[config.mk]
export PLATFORM = sky130hd
export DESIGN_NAME = top
export DESIGN_NICKNAME = d
export VERILOG_FILES = /design/src/rtl/top_pkg.sv /design/src/rtl/mod_counter.sv /design/src/rtl/top.sv
export SDC_FILE = /design/constraint.sdc
export NUM_CORES = 1
export LEC_CHECK = 0
export ABC_AREA = 0
export CORE_AREA = 2 2 39 41
export CTS_CLUSTER_DIAMETER = 100
export CTS_CLUSTER_SIZE = 8
export DETAILED_ROUTE_END_ITERATION = 16
export DIE_AREA = 0 0 41 43
export HOLD_SLACK_MARGIN = 0.08
export SKIP_LAST_GASP = 1
export SLEW_MARGIN = 20
export SYNTH_ARGS = -nofsm -noshare
export SYNTH_HDL_FRONTEND = slang
export SYNTH_SLANG_ARGS = --single-unit
[constraint.sdc]
create_clock -name btnC -period 1.1 [get_ports btnC]
set_input_delay 0.22 -clock btnC [delete_from_list [all_inputs] [get_ports btnC]]
set_output_delay 0.22 -clock btnC [all_outputs]
set_load 0.02 [all_outputs]
[src/rtl/top_pkg.sv]
// Shared defaults for the counter demo and the bit layout of the led bus.
// No handshakes: all values are static constants.
package top_pkg;
  localparam int DEF_MOD_N  = 6;
  localparam int DEF_RING_W = 4;

  localparam int LED_MC_OUT = 6;
  localparam int LED_MC_MSB = 5;
  localparam int LED_MC_LSB = 3;
  localparam int LED_RC_MSB = 2;
  localparam int LED_RC_LSB = 0;
endpackage

[src/rtl/mod_counter.sv]
// Modulo-MOD_N counter with a toggle flag that flips on each wrap; outputs are registered.
// Free-running every clock with no stall input; unreachable counts recover to 0 without toggling.
module mod_counter #(
  parameter int MOD_N = 6
) (
  input  logic       clk,
  input  logic       rst_n,
  output logic [2:0] count,
  output logic       tog
);
  localparam logic [2:0] LAST = 3'(MOD_N - 1);

  always_ff @(posedge clk or negedge rst_n) begin
    if (!rst_n) begin
      count <= 3'd0;
      tog   <= 1'b0;
    end else if (count == LAST) begin
      count <= 3'd0;
      tog   <= ~tog;
    end else if (count > LAST) begin
      count <= 3'd0;
    end else begin
      count <= count + 3'd1;
    end
  end
endmodule

[src/rtl/top.sv]
// Modulo counter plus Johnson ring counter, both free-running on btnC and shown on led from flops.
// No flow control; btnU low clears everything asynchronously.
module top
  import top_pkg::*;
#(
  parameter int MOD_N  = DEF_MOD_N,
  parameter int RING_W = DEF_RING_W
) (
  input  logic       btnC,
  input  logic       btnU,
  output logic [6:0] led
);
  logic [2:0]        mc_state;
  logic              mc_out;
  logic [RING_W-1:0] ring;
  logic [RING_W-1:0] therm;
  logic              ring_ok;

  mod_counter #(.MOD_N(MOD_N)) u_mc (
    .clk   (btnC),
    .rst_n (btnU),
    .count (mc_state),
    .tog   (mc_out)
  );

  // Legal Johnson states are low-side or high-side thermometer codes.
  always_comb begin
    ring_ok = 1'b0;
    therm   = '0;
    for (int k = 0; k <= RING_W; k++) begin
      therm = ~({RING_W{1'b1}} << k);
      if (ring == therm || ring == ~therm) ring_ok = 1'b1;
    end
  end

  always_ff @(posedge btnC or negedge btnU) begin
    if (!btnU) begin
      ring <= '0;
    end else if (ring_ok) begin
      ring <= {ring[RING_W-2:0], ~ring[RING_W-1]};
    end else begin
      ring <= '0;
    end
  end

  assign led[LED_MC_OUT]             = mc_out;
  assign led[LED_MC_MSB:LED_MC_LSB]  = mc_state;
  assign led[LED_RC_MSB:LED_RC_LSB]  = ring[2:0];
endmodule

# After elaboration in Yosys (flattened, before gate mapping)
# Index checks and enable logic that the tools add are counted.
[word_totals]
register_bits = 8
latchBits = 0
mem_bits_rw = 0
rom_bits = 0
inputBits = 2
elab_cells = 27
memories = 0
[classes]
addsub = 1
mul = 0
div_mod_pow = 0
n_lt_le_gt_ge = 1
eq_ne = 8
shifts = 0
n_mux = 7
bitwise_logic = 2
reduce_logical = 5
[op_table]
columns = ["cell", "n"]
rows = [
  ["4-bit == test, second input constant", 4],
  ["3-bit 2-to-1 mux", 2],
  ["4-bit by 1-bit == test with 1-bit output, second input constant", 1],
  ["4-bit by 2-bit == test with 1-bit output, second input constant", 1],
  ["4-bit by 3-bit == test with 1-bit output, second input constant", 1],
  ["4-bit zero test", 1],
  ["1-bit logical OR", 4],
  ["1-bit 2-to-1 mux", 4],
  ["4-bit 2-to-1 mux", 1],
  ["3-bit by 1-bit adder with 3-bit output, second input constant", 1],
  ["3-bit == test, second input constant", 1],
  ["3-bit > comparator, second input constant", 1],
  ["1-bit inverter", 2],
]

# Longest topological paths before layout
# Gate-level depths: netlist (run 1).
[logic_depth]
ltp_word = 7
ltp_mapped = 4
mapped_depth_nobuf = 4

# Hierarchy
# Synthesis (run 1) repeated with hierarchy kept, for this count alone.
[unflattened]
hier_cells = 32
area_unflattened_um2 = 377.9
[modules_own_cells]
columns = ["mod", "instances", "cells_each", "area_each_um2", "seq_area_each_um2"]
rows = [
  ["top", 1, 17, 196.4, 100.1],
  ["mod_counter", 1, 15, 181.4, 100.1],
]

# Least setup slack after synthesis (run 1)
# Ideal clock, no wire load.
[synth_timing]
kind = "register -> register"
from = "register u_mc.count[1]"
to = "register u_mc.count[0]"
setup_ns = 0.079
arrival_time_ns = 1.074
required_time_ns = 1.021
setup_slack_ns = -0.052
stages_incl_launch_ff = 5
synth_period_minus_slack_ns = 1.152
path_cell_list = "dfrtp_1 inv_1 ha_1 or2_1 a21oi_1"
[synth_via]
elab_chain_cells = 3
elab_cells_between_ends = 4
cone_classes = "order compare: 1; eq/ne: 1; mux: 2"
[synth_lines]
columns = ["element", "line", "text"]
rows = [
  ["start, declared", "mod_counter.sv:8", "output logic [2:0] count,"],
  ["start signal, assigned", "mod_counter.sv:23", "count <= count + 3'd1;"],
  ["3-bit > comparator", "mod_counter.sv:20", "end else if (count > LAST) begin"],
  ["3-bit 2-to-1 mux", "mod_counter.sv:20", ""],
  ["3-bit 2-to-1 mux *", "mod_counter.sv:17", "end else if (count == LAST) begin"],
]
# Mark *: on every way between the ends. The rest lies on a longest branch, timed or not.
# A chain may end at the register's enable or synchronous reset.

# Worst setup path after layout (run 1)
[layout_timing]
from = "register u_mc.count[0]"
to = "output led[3]"
[layout_rtl]
columns = ["element", "line", "text"]
rows = [
  ["end, declared", "top.sv:11", "output logic [6:0] led"],
]
# No word-level cell between the ends.

==> results.py, run 1 <==
metrics = {
    "floorplan": {
        "dieArea_sq_um": 1763,
        "std_cell_rows": 14,
        "initial_utilization_pct": 26.76,
        "die-height_microns": 43,
        "io-pin-count": 9,
        "die_w_microns": 41,
        "core_sq_um": 1384,
    },
    "worst_setup_path": {
        "critPathSlowestCell": "dfrtp_2",
        "cp_max_fo": 3,
        "worst-setup-path-type": "flip-flop to primary output",
        "critPathRequiredTime_ns": 0.88,
        "startpoint_type": "flip-flop",
        "arrival_ns": 0.86,
        "critPathMaxStageDelay_ns": 0.43,
        "cp-end-kind": "primary output",
        "crit_chain": "buf_2",
        "critPathBufInv": 1,
        "path_delay_family": "flip-flops",
    },
    "sta": {
        "skew_ns": 0.0001863,
        "setup_tns_ns": 0,
        "setup_violations": 0,
        "fin_ws_ns": 0.02032,
        "drv_slew": 0,
        "fmax_mhz": 926.2,
        "slew_headroom_pct": 75.82,
        "period_needed_ns": 1.080,
        "rsz0062_at_grt": "yes",
        "hold_violations": 0,
        "finalCritPeriodShare_pct": 98.15,
        "tightest_slew_ns": 0.3615,
    },
    "run": {
        "cap_violations": 0,
    },
    "clock_network": {
        "clk_pin_slew_ns": 0.06,
        "cts-root-buf": "clkbuf_4",
        "cts.sinks": 8,
        "numCtsBuffers": 3,
        "clk_path_buf_depth": 2,
        "cts_tree": "done",
        "clk_latency_ns": 0.26,
        "htreeDepth": 1,
        "cts_hold_buf": 0,
    },
    "cells_and_area": {
        "syn2layout_area_growth_pct": 40.54,
        "nets": 51,
        "regArea_sq_um": 202.7,
        "layout-drive-gt1-share_pct": 50.00,
        "nFillCells": 148,
        "n_antenna_cell": 0,
        "multi_input_area_sq_um": 166.4,
        "design_area_sq_um": 520.5,
        "mostFrequentLayoutCells": "7 x buf_2, 6 x buf_4, 6 x dfrtp_1",
        "final_util_pct": 37.61,
        "final_common_cell": "buf_2",
    },
    "logic_synthesis": {
        "ys.flop_type": "dfrtp_1",
        "yosysWarnings": 0,
        "synth_area_sq_um": 370.4,
        "synthArstFlopShare_pct": 100.0,
        "ys_types": 15,
        "synth_seq_area_share_pct": 54.05,
        "ys_seq_elements": 8,
        "synth_enable_flop_cells": 0,
        "syn_inst": 31,
        "syn_avg_cell_area_sq_um": 11.95,
        "syn_nets": 35,
    },
    "detailed_routing": {
        "drt-pass1-iter-count": 2,
        "wire_per_inst_microns": 10.21,
        "drt-vias-per-instance": 4.113,
        "drt_iter0_drc": 3,
        "route.detailed.drc": 0,
        "vias": 255,
        "wl_microns": 633,
        "ant_nets": 0,
    },
    "grt": {
        "grt_max_degree": 9,
        "grt-ovfl-total": 0,
        "grt_pass1_vias": 248,
        "grt_usage_pct": 8.722,
        "antenna_found_initial": 0,
        "grt_pass1_wl_microns": 945,
    },
    "power": {
        "ir_worst_vdd_uv": 449.0,
        "p_per_area_nw_per_um2": 1045,
        "p_leak_nw": 0.2438,
    },
    "worst_hold_path": {
        "min_path_type": "input port to async pin",
    },
    "placement": {
        "dp_hpwl_microns": 415,
        "dpl-instance-area_sq_um": 495.5,
        "place_ws_ns": -0.07089,
        "port-buffer-count": 8,
        "gp_congestion": 0.6333,
    },
    "status": {
        "status": "complete, no violations",
    },
}
==> power breakdown <==
part,total [mW],switching (mW),internal (mW)
Combinational,0.00860,0.00546,0.00314
Sequential,0.294,0,0.294
Clock,0.241,0.102,0.139
Total,0.544,0.108,0.436
==> flip-flops by register name, summed over array words and instances, names as in the netlist <==
signal and flops:
ring 4, u_mc.count 3, u_mc.tog 1
==> path summary, 6_finish.rpt <==
| kind | startpoint | end | slack [ns] | depth (start not counted) |
|---|---|---|---|---|
| max in group asynchronous | btnU | u_mc.count[0]$_DFF_PN0_ | 0.58 | 1 |
| min in group btnC | u_mc.tog$_DFFE_PN0N_ | u_mc.tog$_DFFE_PN0N_ | 0.54 | 2 |
| max | u_mc.count[0]$_DFF_PN0_ | led[3] | 0.02 | 1 |
| min | btnU | u_mc.count[2]$_DFF_PN0_ | 0.24 | 1 |
| max reg2reg | u_mc.count[0]$_DFF_PN0_ | u_mc.count[2]$_DFF_PN0_ | 0.02 | 3 |
| min reg2reg | u_mc.tog$_DFFE_PN0N_ | u_mc.tog$_DFFE_PN0N_ | 0.54 | 2 |
==> area by class of cell <==
cell class | count | area share [%]
flip-flops and latches | 8 | 38.94
well taps | 16 | 3.846
clock buffers | 4 | 5.048
inverters | 1 | 0.7212
multi-input cells | 18 | 31.97
repair buffers | 15 | 19.47
==> cells by family after synthesis <==
| logic type | count (synthesis) | share of synthesized area [%] |
|---|---|---|
| multiplexers | 3 | 8.446 |
| XOR/XNOR | 1 | 2.365 |
| AND/OR/NAND/NOR | 10 | 16.55 |
| buffers and inverters | 5 | 9.121 |
| AO/OA/AOI/OAI | 2 | 2.703 |
| flip-flops | 8 | 54.05 |
| adder cells (fa/ha/maj) | 2 | 6.756 |
==> metrics by stage <==
step	power (mW)	std cells	hold slack [ns]
floorplan	0.2997	31	-0.07559
global placement	0.3088	58	0.5256
detailed placement	0.3088	58	0.5255
CTS	0.5599	62	0.2389
global route	0.5712	62	0.2598
finish	0.5440	62	0.2369
==> Yosys cell counts, types with 2 or more instances <==
library cell  count  area share [%]
dfrtp_1           8              54
buf_4             4             8.1
nand2b_1          3             5.1
a21oi_1           2             2.7
ha_1              2             6.8
mux2i_1           2             5.4
nor2b_1           2             3.4
==> per-layer routing <==
metal / vias up / GRT usage, % / share of wire (%)
met3: 0 / 6.283 / 8.4
met1: 119 / 7.973 / 40
li1: 127 / - / -
met2: 9 / 12.81 / 51
met4: 0 / 6.000 / 0
met5: - / 0 / 0
==> timing repair <==
action,in CTS,in global routing
gates resized for setup,29,5
setup buffers,0,0
setup endpoints to repair,8,3
(Power assumes the default switching activity.)
==> run 2, diff against run 1 <==
Settings changed: RECOVER_POWER from default to 25.
==> results.py, run 2 (synthesis results as in run 1) <==
metrics = {
    "grt": {
        "grt-ovfl-total": 0,
        "grtUsageMet2_pct": 12.81,
        "grt_pass1_vias": 248,
        "gr-max-usage-layer": "met2",
        "grt_max_degree": 9,
        "grt_use_met1_pct": 7.973,
        "grt.met3_usage_pct": 6.283,
        "grt_usage_pct": 8.722,
        "grt_pass1_wl_microns": 945,
        "antenna_found_initial": 0,
    },
    "cells_and_area": {
        "mostFrequentLayoutCells": "7 x buf_2, 6 x buf_4, 6 x dfrtp_1",
        "layout-drive-gt1-share_pct": 50.00,
        "top_register": "ring",
        "reg.largest.list": "ring: 4 flops, u_mc.count: 3 flops, u_mc.tog: 1 flops",
        "final_util_pct": 37.61,
        "final_cells": 62,
        "nFillCells": 148,
        "nets": 51,
        "regArea_sq_um": 202.7,
        "n_antenna_cell": 0,
        "design_area_sq_um": 520.5,
        "syn2layout_area_growth_pct": 40.54,
        "final_common_cell": "buf_2",
        "multi_input_area_sq_um": 166.4,
        "largest_reg_flops": 4,
    },
    "clock_network": {
        "cts_hold_buf": 0,
        "clk_latency_ns": 0.26,
        "cts.sinks": 8,
        "clk_pin_slew_ns": 0.06,
        "clk_path_buf_depth": 2,
        "htreeDepth": 1,
        "cts_tree": "done",
        "cts-root-buf": "clkbuf_4",
        "numCtsBuffers": 3,
    },
    "floorplan": {
        "dieArea_sq_um": 1763,
        "io-pin-count": 9,
        "initial_utilization_pct": 26.76,
        "std_cell_rows": 14,
        "die-height_microns": 43,
        "die_w_microns": 41,
        "core_sq_um": 1384,
    },
    "detailed_routing": {
        "drt_iter0_drc": 3,
        "wl_microns": 632,
        "ant_nets": 0,
        "wire_per_inst_microns": 10.19,
        "drt-pass1-iter-count": 2,
        "drt-vias-per-instance": 4.113,
        "vias": 255,
        "route.detailed.drc": 0,
    },
    "worst_setup_path": {
        "critPathRequiredTime_ns": 0.88,
        "worst-setup-path-type": "flip-flop to primary output",
        "arrival_ns": 0.86,
        "cp_max_fo": 3,
        "startpoint_type": "flip-flop",
        "path_delay_family": "flip-flops",
        "cp-end-kind": "primary output",
        "critPathSlowestCell": "dfrtp_2",
        "critPathBufInv": 1,
        "crit_chain": "buf_2",
        "critPathMaxStageDelay_ns": 0.43,
    },
    "sta": {
        "slew_headroom_pct": 75.48,
        "drv_slew": 0,
        "tightest_slew_ns": 0.3666,
        "fmax_mhz": 926.2,
        "rsz0062_at_grt": "yes",
        "finalCritPeriodShare_pct": 98.15,
        "period_needed_ns": 1.080,
        "whs_ns": 0.3072,
        "setup_tns_ns": 0,
        "hold_violations": 0,
        "fin_ws_ns": 0.02032,
        "skew_ns": 0.0001863,
        "setup_violations": 0,
    },
    "placement": {
        "dp.cells": 58,
        "gp_congestion": 0.6333,
        "dpl-instance-area_sq_um": 495.5,
        "place_ws_ns": -0.07089,
        "dp_hpwl_microns": 415,
        "port-buffer-count": 8,
    },
    "power": {
        "seqPwrFrac_pct": 54.2,
        "ir_worst_vdd_uv": 449.0,
        "net-switching-power_uw": 107.5,
        "p_total_uw": 543.3,
        "combPwrFrac_pct": 1.5,
        "p_leak_nw": 0.2441,
        "p_per_area_nw_per_um2": 1044,
        "p_int_uw": 435.8,
        "pwr-share-clk_pct": 44.3,
        "p_sw_share_pct": 19.79,
    },
    "worst_hold_path": {
        "min_path_type": "input port to async pin",
    },
    "status": {
        "status": "complete, no violations",
    },
    "run": {
        "cap_violations": 0,
    },
}
-- run 2: what timing repair did --
item | 4_1_cts | 5_1_grt
gates resized for setup | 29 | 5
hold endpoints to repair | 0 | 0
setup buffers | 0 | 0
endpoints found under the setup margin | 8 | 3
-- run 2: area by class of cell --
type / instances / share of cell area (%)
Sequential cell: 8 / 38.94
Multi-Input combinational cell: 18 / 31.97
Timing Repair Buffer: 15 / 19.47
Clock buffer: 4 / 5.048
Tap cell: 16 / 3.846
Inverter: 1 / 0.7212
-- run 2: layer usage --
metal	share of wire, %	vias to the layer above
met5	0	-
met4	0	0
met3	8.4	0
met2	51	9
met1	41	119
li1	-	127
-- run 2: power by group through the flow --
stage / sequential [mW] / clock (mW) / combinational (mW)
3_3_place_gp: 0.300 / 0 / 0.00915
3_5_place_dp: 0.300 / 0 / 0.00915
4_1_cts: 0.294 / 0.256 / 0.00910
6_report: 0.294 / 0.241 / 0.00790
5_1_grt: 0.294 / 0.267 / 0.00931
2_1_floorplan: 0.300 / 0 / 0.0000000707
-- run 2: final timing paths --
check                           cells after the start  slack, ns                     from                 endpoint
worst min register to register                      2       0.54     u_mc.tog$_DFFE_PN0N_     u_mc.tog$_DFFE_PN0N_
max in group asynchronous                           1       0.51                     btnU  u_mc.count[0]$_DFF_PN0_
min in group btnC                                   2       0.54     u_mc.tog$_DFFE_PN0N_     u_mc.tog$_DFFE_PN0N_
worst min-delay path                                1       0.31                     btnU  u_mc.count[2]$_DFF_PN0_
worst max register to register                      3       0.02  u_mc.count[0]$_DFF_PN0_  u_mc.count[2]$_DFF_PN0_
worst max-delay path                                1       0.02  u_mc.count[0]$_DFF_PN0_                   led[3]
